<file path="config.mk">
export PLATFORM = sky130hd
export DESIGN_NAME = uart_tx_sched
export DESIGN_NICKNAME = d
export VERILOG_FILES = /design/src/rtl/uart_tx_sched.sv
export SDC_FILE = /design/constraint.sdc
export NUM_CORES = 1
export LEC_CHECK = 0
export BUFFER_PORTS_ARGS = -buffer_cell sky130_fd_sc_hd__buf_2
export CAP_MARGIN = 30
export CORE_MARGIN = 5
export CORE_UTILIZATION = 25
export CTS_CLUSTER_SIZE = 25
export DETAILED_ROUTE_END_ITERATION = 8
export PLACE_DENSITY = 0.42
export SLEW_MARGIN = 10
export SYNTH_ARGS = -nofsm -noshare
export SYNTH_HDL_FRONTEND = slang
export SYNTH_SLANG_ARGS = --single-unit
</file>
<file path="constraint.sdc">
create_clock -name clk -period 5.4 [get_ports clk]
set_input_delay 0.27 -clock clk [delete_from_list [all_inputs] [get_ports clk]]
set_output_delay 0.27 -clock clk [all_outputs]
set_load 0.02 [all_outputs]
</file>
<file path="src/rtl/uart_tx_sched.sv">
// uart_tx_sched: round-robin arbiter feeding single bytes to a UART transmitter,
// with a wait timeout and fair rotation after aborts.
module uart_tx_sched #(
  parameter int NREQ    = 4,
  parameter int TIMEOUT = 4096
) (
  input  logic              clk,
  input  logic              reset_n,
  input  logic              enable,
  input  logic [NREQ-1:0]   req,
  input  logic [8*NREQ-1:0] req_data,
  output logic [NREQ-1:0]   gnt,
  output logic [NREQ-1:0]   done,
  output logic              err,
  output logic [1:0]        active_id,
  output logic              sched_busy,
  output logic              uart_start,
  output logic [7:0]        uart_data,
  input  logic              uart_busy,
  input  logic              uart_done
);
  localparam logic [1:0] IDLE = 2'd0, LAUNCH = 2'd1, WAIT_BUSY = 2'd2, WAIT_DONE = 2'd3;
  logic [1:0]  state, last_winner, win;
  logic [12:0] wait_cnt;
  logic        timeout;
  // Scan from last_winner+NREQ down to last_winner+1 so the lowest offset wins;
  // last_winner itself (offset NREQ) ranks lowest.
  always_comb begin
    win = last_winner;
    for (int i = NREQ; i >= 1; i--)
      if (req[last_winner + 2'(i)]) win = last_winner + 2'(i);
  end
  assign timeout = wait_cnt == 13'(TIMEOUT - 1);
  always_ff @(posedge clk or negedge reset_n) begin
    if (!reset_n) begin
      state       <= IDLE;
      last_winner <= 2'd3;
      wait_cnt    <= '0;
      gnt         <= '0;
      done        <= '0;
      err         <= 1'b0;
      uart_start  <= 1'b0;
      uart_data   <= '0;
      active_id   <= '0;
      sched_busy  <= 1'b0;
    end else begin
      gnt        <= '0;
      done       <= '0;
      err        <= 1'b0;
      uart_start <= 1'b0;
      case (state)
        IDLE:
          if (enable && |req && !uart_busy) begin
            state      <= LAUNCH;
            gnt[win]   <= 1'b1;
            uart_start <= 1'b1;
            active_id  <= win;
            uart_data  <= req_data[{win, 3'b000} +: 8];
            sched_busy <= 1'b1;
          end
        LAUNCH: begin
          state    <= WAIT_BUSY;
          wait_cnt <= '0;
        end
        WAIT_BUSY:
          if (uart_busy) begin
            state    <= WAIT_DONE;
            wait_cnt <= '0;
          end else if (timeout) begin
            state       <= IDLE;
            err         <= 1'b1;
            last_winner <= active_id;
            sched_busy  <= 1'b0;
          end else wait_cnt <= wait_cnt + 13'd1;
        default:
          if (!uart_busy && uart_done) begin
            state           <= IDLE;
            done[active_id] <= 1'b1;
            last_winner     <= active_id;
            sched_busy      <= 1'b0;
          end else if (timeout) begin
            state       <= IDLE;
            err         <= 1'b1;
            last_winner <= active_id;
            sched_busy  <= 1'b0;
          end else wait_cnt <= wait_cnt + 13'd1;
      endcase
    end
  end
endmodule

</file>
# Word level (Yosys, flattened, before mapping)
# Cells that the tools add are included.
# word_totals
output_inout_bits	21
regBits	38
word_cells	86
input_bits	41
# classes
magnitude_cmp	7
bitwise	3
mux	41
eq_ne	6
n_addsub	4
n_reduce_logical	14
shift	1
# ops
cell	count
13-bit 2-to-1 mux	3
13-bit case mux with 3 select lines	1
32-bit by 6-bit variable part select with 8-bit output	1
2-bit 2-to-1 mux	10
4-bit 2-to-1 mux	4
2-bit by 3-bit less-than comparator with 1-bit output, second input constant	5
1-bit 2-to-1 mux	14
13-bit by 1-bit adder with 13-bit output, second input constant	1
13-bit by 12-bit == test with 1-bit output, second input constant	1
1-bit binary-select mux with 2-bit select	3
2-bit case mux with 3 select lines	1
2-bit AND reduction	3
1-bit logical AND	5
2-bit adder, second input constant	2
1-bit demux with 2-bit select	2
2-bit by 1-bit greater-or-equal comparator with 1-bit output, second input constant	2
2-bit != test, second input constant	2
2-bit case mux with 2 select lines	1
4-bit OR reduction	1
3-bit by 1-bit != test with 1-bit output, second input constant	1
1-bit NOT	3
1-bit case mux with 3 select lines	1
3-bit AND reduction	1
3-bit OR reduction	1
7 further kinds	7

# Longest topological paths before layout
# Gate-level depths: netlist of run 1.
# depth
depth_word	12
ltp_mapped	8
depth_no_buf	7

# Worst setup path before layout of run 1
# No wires, ideal clock.
# synth_timing
kind	flip-flop to flip-flop
startpoint	register state[0]
endpoint	register wait_cnt[1]
stages_incl_launch_ff	9
arrival_time_ps	1576
setup_ps	132
setup_slack_ps	3692
period_less_slack_ps	1708
required_time_ps	5268
path_buffers	1
path_cell_list	dfrtp_1 > inv_1 > ha_1 > nor3b_2 > a21oi_1 > buf_2 > o21ai_1 > mux2i_1 > nor2_1
# synth_via
elab_chain_cells	3
word_cells_on_any_way	7
classes_between	eq/ne (3); mux (1); bitwise (1); reduce/logical (2)
# synth_rtl
item	line	text
start, declared	23	logic [1:0] state, last_winner, win;
start signal, assigned	36	state <= IDLE;
start signal, assigned	54	state <= LAUNCH;
start signal, assigned	62	state <= WAIT_BUSY;
2-bit == test (tied with other cells)	51	case (state)
3-bit by 1-bit != test with 1-bit output (no line) or 1-bit NOT (tied branches)	--	
2-bit AND reduction (no line)	--	
end signal, assigned	74	end else wait_cnt <= wait_cnt + 13'd1;
end signal, assigned	86	end else wait_cnt <= wait_cnt + 13'd1;
end, declared	24	logic [12:0] wait_cnt;
# Several ways; a longest one is shown, not always the timed one.
# A chain may end at the register's enable or synchronous reset.

# Final worst setup path of run 1
# layout_timing
startpoint	register state[0]
endpoint	register wait_cnt[8]
# Same word-level chain as after synthesis.

==> impl_metrics.json, run 1 <==
{
  "hold_end": "done[3]",
  "grt_pass1_wl_um": 8321,
  "cts_resized": 0,
  "ir_worst_vdd_mv": 0.2352,
  "n_antenna_cell": 0,
  "min-delay-start": "uart_busy",
  "drive_above_1_share_pct": 33.08,
  "grt_antenna_before_repair": 0,
  "ff2ff_path_depth": 7,
  "cts_root_buf": "clkbuf_8",
  "required_ns": 5.62,
  "netlist_area_mm2": 0.002091,
  "min_period_ns": 2.363,
  "status": "finished, final reports clean",
  "drv_cap": 0,
  "dieArea_mm2": 0.01029,
  "regArea_um2": 953.4,
  "grt.busiest_layer": "met2",
  "io_pins": 62,
  "htree_levels": 2,
  "cp-startpoint": "state[0]",
  "hold_class": "input port to flip-flop",
  "ys.warnings.count": 0,
  "final_antenna_net_count": 0,
  "final.setup.worst_slack_ns": 3.037,
  "grt_overflow": 0,
  "post_cts_buffers": 0,
  "clk_latency_ns": 0.29,
  "start_util_pct": 25.57,
  "avgSynthCellArea_um2": 10.51,
  "cp-end-kind": "flip-flop",
  "async_flop_share_pct": 100.0,
  "gp_congestion": 0.7161,
  "tightest_slew_ns": 0.7716,
  "ys_seq_area_share_pct": 45.60,
  "cts_tree": "yes",
  "syn_inst": 199,
  "die_x_um": 101.5,
  "report.final.setup_viol": 0,
  "dp_slack_ns": 3.024,
  "cts_sinks": 38,
  "final_util_pct": 32.37,
  "maxSlewHeadroom_pct": 48.56,
  "cts_inserted_buffers": 5,
  "drt_iter0_markers": 42,
  "n_fill_cell": 849,
  "cts_buffer_depth": 2,
  "yosysUniqueCellTypes": 51,
  "synth_ff_type": "dfrtp_1",
  "vias": 1671,
  "rows": 33,
  "r2r-end": "wait_cnt[8]",
  "place_area_mm2": 0.002474,
  "path_max_fanout": 12,
  "critPathLaunchType": "flip-flop",
  "max_freq_mhz": 423.2,
  "ctsHoldBuffers": 0,
  "tns_ns": 0,
  "dp_hpwl_um": 3635,
  "finalPower_mw": 1.201,
  "timing_worst_setup_path_type": "flip-flop to flip-flop",
  "clkTransAtPathRegs_ns": 0.08,
  "drc": 0,
  "worstHoldPathCells": 2,
  "nets": 308,
  "multi_input_area_mm2": 0.001044,
  "reg2reg_setup_slack_ns": 3.04,
  "drt-total-wl_um": 4849,
  "met1_usage_pct": 12.67,
  "syn_to_final_growth_pct": 26.57,
  "postLayoutCellArea_mm2": 0.002646,
  "wl_per_cell_um": 13.18,
  "synth-edff-count": 0,
  "worstPathArrival_ns": 2.58,
  "synth_nets": 245,
  "rsz0062_at_grt": "false",
  "fp.dieH_um": 101.5,
  "grt_max_degree": 39,
  "finalHoldViolCount": 0,
  "first_global_vias": 1761,
  "p_per_area_mw_per_mm2": 453.7,
  "met2_usage_pct": 16.45,
  "skew_ns": 0.007515,
  "power.leakage_nw": 1.333,
  "core_area_mm2": 0.008175,
  "first_pass_iters": 4,
  "period_share_pct": 43.76,
  "met3_usage_pct": 3.650,
  "grt_util_all_layers_pct": 10.11,
  "r2r_start": "state[0]",
  "slew_viol_final": 0,
  "viasPerCell": 4.541,
  "port_buffers": 61,
  "synth_seq_cells": 38
}
[critical path, cell delays in order (launching register included)]
cell      delay (ns)
dfrtp_1         0.43
inv_1           0.10
ha_1            0.24
nor3b_2         0.09
a21oi_1         0.63
o211ai_1        0.29
or3_1           0.36
a21oi_1         0.14
[stage by stage]
stage	hold slack (ns)	std cells
5_1_grt	0.2848	368
3_5_place_dp	0.4574	358
4_1_cts	0.1304	366
2_1_floorplan	-0.02559	199
3_3_place_gp	0.4475	358
6_report	0.2704	368
[cells in the mapped netlist, drive strengths merged, types with 3 or more instances]
| cell | instances | share of area [%] |
|---|---|---|
| nor2 | 18 | 3.6 |
| nor3b | 4 | 1.7 |
| xor2 | 8 | 3.4 |
| dfrtp | 36 | 43 |
| o2111ai | 4 | 1.7 |
| nand2b | 3 | 1.3 |
| mux2i | 18 | 8.6 |
| buf | 5 | 1.9 |
| nand2 | 18 | 3.4 |
| nand3 | 3 | 0.72 |
| o211ai | 6 | 2.4 |
| o221ai | 9 | 4.1 |
| o21ai | 10 | 2.4 |
| a21oi | 5 | 1.2 |
| clkbuf | 3 | 1.0 |
| and2 | 5 | 1.5 |
| and3 | 5 | 1.6 |
| inv | 8 | 1.6 |
| ha | 5 | 3.0 |
[logic make-up (layout without fill, tap and decap cells)]
kind of cell / count (synthesis) / in the layout / share of synthesized area (%)
XOR/XNOR: 10 / 10 / 4.189
AO/OA/AOI/OAI: 40 / 40 / 13.94
flip-flops: 38 / 38 / 45.60
multiplexers: 20 / 20 / 9.695
AND/OR/NAND/NOR: 70 / 70 / 19.09
adder cells (fa/ha/maj): 5 / 5 / 2.992
buffers and inverters: 16 / 80 / 4.489
[where the power goes]
part	internal, mW	total (mW)	switching, mW
Sequential	0.363	0.430	0.0674
Clock	0.197	0.303	0.106
Combinational	0.194	0.467	0.273
Total	0.754	1.20	0.447
[metal layers]
layer	wire length [µm]	vias to the layer above
met1	2256	778
met2	2206	49
met5	0	-
met3	328	5
met4	57	0
li1	-	839
[flip-flops by register name (all words and copies together) (netlist names)]
name / flops
state: 2
uart_data: 8
sched_busy: 1
wait_cnt: 13
err: 1
last_winner: 2
active_id: 2
uart_start: 1
gnt: 4
done: 4
[worst max path at each step]
stage	end	slack [ns]	cells past startpoint
2_1_floorplan	wait_cnt[1]	3.69	8
3_3_place_gp	wait_cnt[12]	3.10	6
3_5_place_dp	wait_cnt[8]	3.02	7
4_1_cts	wait_cnt[8]	2.99	7
5_1_grt	wait_cnt[8]	2.79	7
6_report	wait_cnt[8]	3.04	7
[final cells by class]
class	count	share of cell area [%]
Clock buffer	6	3.121
Clock inverter	2	2.270
Inverter	8	1.229
Multi-Input combinational cell	145	39.43
Sequential cell	38	36.03
Tap cell	105	4.965
Timing Repair Buffer	64	12.96
[placed cells by master (no fill, tap or decap), types with 3 or more instances in the layout]
master / n
nor2_1: 17
clkbuf_8: 6
a21oi_1: 5
xor2_1: 8
buf_2: 61
inv_1: 7
nand3_1: 3
and3_1: 4
nor3b_1: 3
o211ai_1: 5
and2_1: 5
nand2_1: 17
o221ai_1: 8
ha_1: 5
mux2i_1: 18
o2111ai_1: 4
o21ai_0: 9
dfrtp_1: 36
No activity file was read; power rests on OpenSTA's default activity.
==> inputs of run 2 (changes only) <==
clock period = 2.5 ns   (was 5.4 ns; I/O delays follow)
==> run 2 against run 1 <==
Compared with the run above: critical path type unchanged; flip-flop and latch count did not move; clock power up 120%; clock skew is 0.0014 ns lower; setup slack worse by 2.5 ns; global-route usage down 0.11 points.
==> impl_metrics.json, run 2 (synthesized netlist as in run 1, its figures left out) <==
{
  "final_common_cell": "buf_2",
  "largest_register_ffs": 13,
  "status": "finished, final reports clean",
  "drc": 0,
  "critPathLaunchType": "flip-flop",
  "cts_sinks": 38,
  "cts_inserted_buffers": 5,
  "start_util_pct": 25.57,
  "dp_hpwl_um": 3570,
  "finalPower_mw": 2.602,
  "grt_util_all_layers_pct": 9.996,
  "layout_common_cells": "buf_2, dfrtp_1, mux2i_1, nor2_1, nand2_1",
  "grt_antenna_before_repair": 0,
  "first_global_vias": 1725,
  "rsz0062_at_grt": "false",
  "path_max_fanout": 13,
  "die_x_um": 101.5,
  "slew_viol_final": 0,
  "tns_ns": 0,
  "syn_to_final_growth_pct": 26.93,
  "drt_iter0_markers": 40,
  "core_area_mm2": 0.008175,
  "n_antenna_cell": 0,
  "grt_overflow": 0,
  "largest_registers": "wait_cnt (13), uart_data (8)",
  "clkTransAtPathRegs_ns": 0.08,
  "grt_pass1_wl_um": 8314,
  "rows": 33,
  "htree_levels": 2,
  "hold_class": "input port to flip-flop",
  "report.final.setup_viol": 0,
  "p_per_area_mw_per_mm2": 980.5,
  "multi_input_area_mm2": 0.001044,
  "dieArea_mm2": 0.01029,
  "first_pass_iters": 4,
  "nets": 309,
  "tightest_slew_ns": 0.4718,
  "clk_latency_ns": 0.29,
  "min_period_ns": 1.969,
  "finalHoldViolCount": 0,
  "max_freq_mhz": 507.9,
  "grt_max_degree": 39,
  "n_fill_cell": 860,
  "cts_root_buf": "clkbuf_8",
  "viasPerCell": 4.431,
  "cp-end-kind": "flip-flop",
  "drv_cap": 0,
  "maxSlewHeadroom_pct": 68.54,
  "regMostFlops": "wait_cnt",
  "worstPathArrival_ns": 2.17,
  "wl_per_cell_um": 12.78,
  "drive_above_1_share_pct": 33.33,
  "port_buffers": 61,
  "vias": 1635,
  "post_cts_buffers": 0,
  "timing_worst_setup_path_type": "flip-flop to flip-flop",
  "regArea_um2": 953.4,
  "gp_congestion": 0.7404,
  "fp.dieH_um": 101.5,
  "drt-total-wl_um": 4717,
  "required_ns": 2.71,
  "skew_ns": 0.006066,
  "power.leakage_nw": 1.338,
  "io_pins": 62,
  "period_share_pct": 78.75,
  "final_antenna_net_count": 0,
  "cts_buffer_depth": 2,
  "ir_worst_vdd_mv": 0.3611,
  "cts_tree": "yes"
}
==> run 2: cell count changes in the layout (fill, tap and decap cells not counted), sizes merged <==
cell / change
buf: +1
==> run 2: critical path: stages (launching register included) <==
cell	delay (ns)
dfrtp_1	0.41
inv_1	0.08
ha_1	0.26
nor3b_2	0.27
a21oi_1	0.11
buf_4	0.18
and3_1	0.34
nor3b_1	0.24
==> run 2: path summary, 6_finish.rpt <==
| check | from | to | slack (ns) | cells after the start |
|---|---|---|---|---|
| max in group asynchronous | reset_n | last_winner[1] | 1.77 | 3 |
| hold / removal | uart_busy | done[3] | 0.12 | 2 |
| setup / recovery | state[0] | wait_cnt[12] | 0.53 | 7 |
| hold reg to reg | uart_data[7] | uart_data[7] | 0.49 | 2 |
| min in group asynchronous | reset_n | done[2] | 0.24 | 2 |
| setup reg to reg | state[0] | wait_cnt[12] | 0.53 | 7 |
==> run 2: what timing repair did <==
item | 4_1_cts | 5_1_grt
endpoints found under the hold margin | 36 | 0
hold buffers | 1 | 0
resized for setup | 0 | 0
==> run 2: where the power goes <==
| part | switching [mW] | total [mW] | leakage, nW | internal (mW) |
|---|---|---|---|---|
| logic | 0.591 | 1.02 | 0.771 | 0.431 |
| clock network | 0.227 | 0.653 | 0.0714 | 0.426 |
| registers | 0.143 | 0.926 | 0.496 | 0.783 |
==> run 2: cell type report <==
type	instances	share of cell area, %
tap	105	4.950
timing repair buffer	65	13.20
clock buffer	6	3.112
inverter	8	1.226
multi-input combinational	145	39.32
sequential	38	35.93
clock inverter	2	2.263
==> run 2: through the flow <==
stage / area [µm²] / utilization, % / setup WS [ns] / hold WS (ns) / cells
3_5_place_dp: 2481 / 30.35 / 0.5245 / 0.2972 / 359
4_1_cts: 2634 / 32.22 / 0.5002 / 0.1107 / 368
3_3_place_gp: 2481 / 30.35 / 0.5655 / 0.3001 / 359
6_report: 2654 / 32.46 / 0.5312 / 0.1193 / 369
5_1_grt: 2654 / 32.46 / 0.3865 / 0.1362 / 369
2_1_floorplan: 2091 / - / 0.7922 / -0.1706 / 199
==> run 2: per-layer routing <==
layer  share of wire, %  vias up  wire length, µm  GRT usage (%)
met1                 48      736             2243          13.36
met4                1.6        0               74          3.067
met5                  0        -                0              0
met3                7.7        8              364          3.857
met2                 43       52             2034          14.94
li1                   -      839                -              -
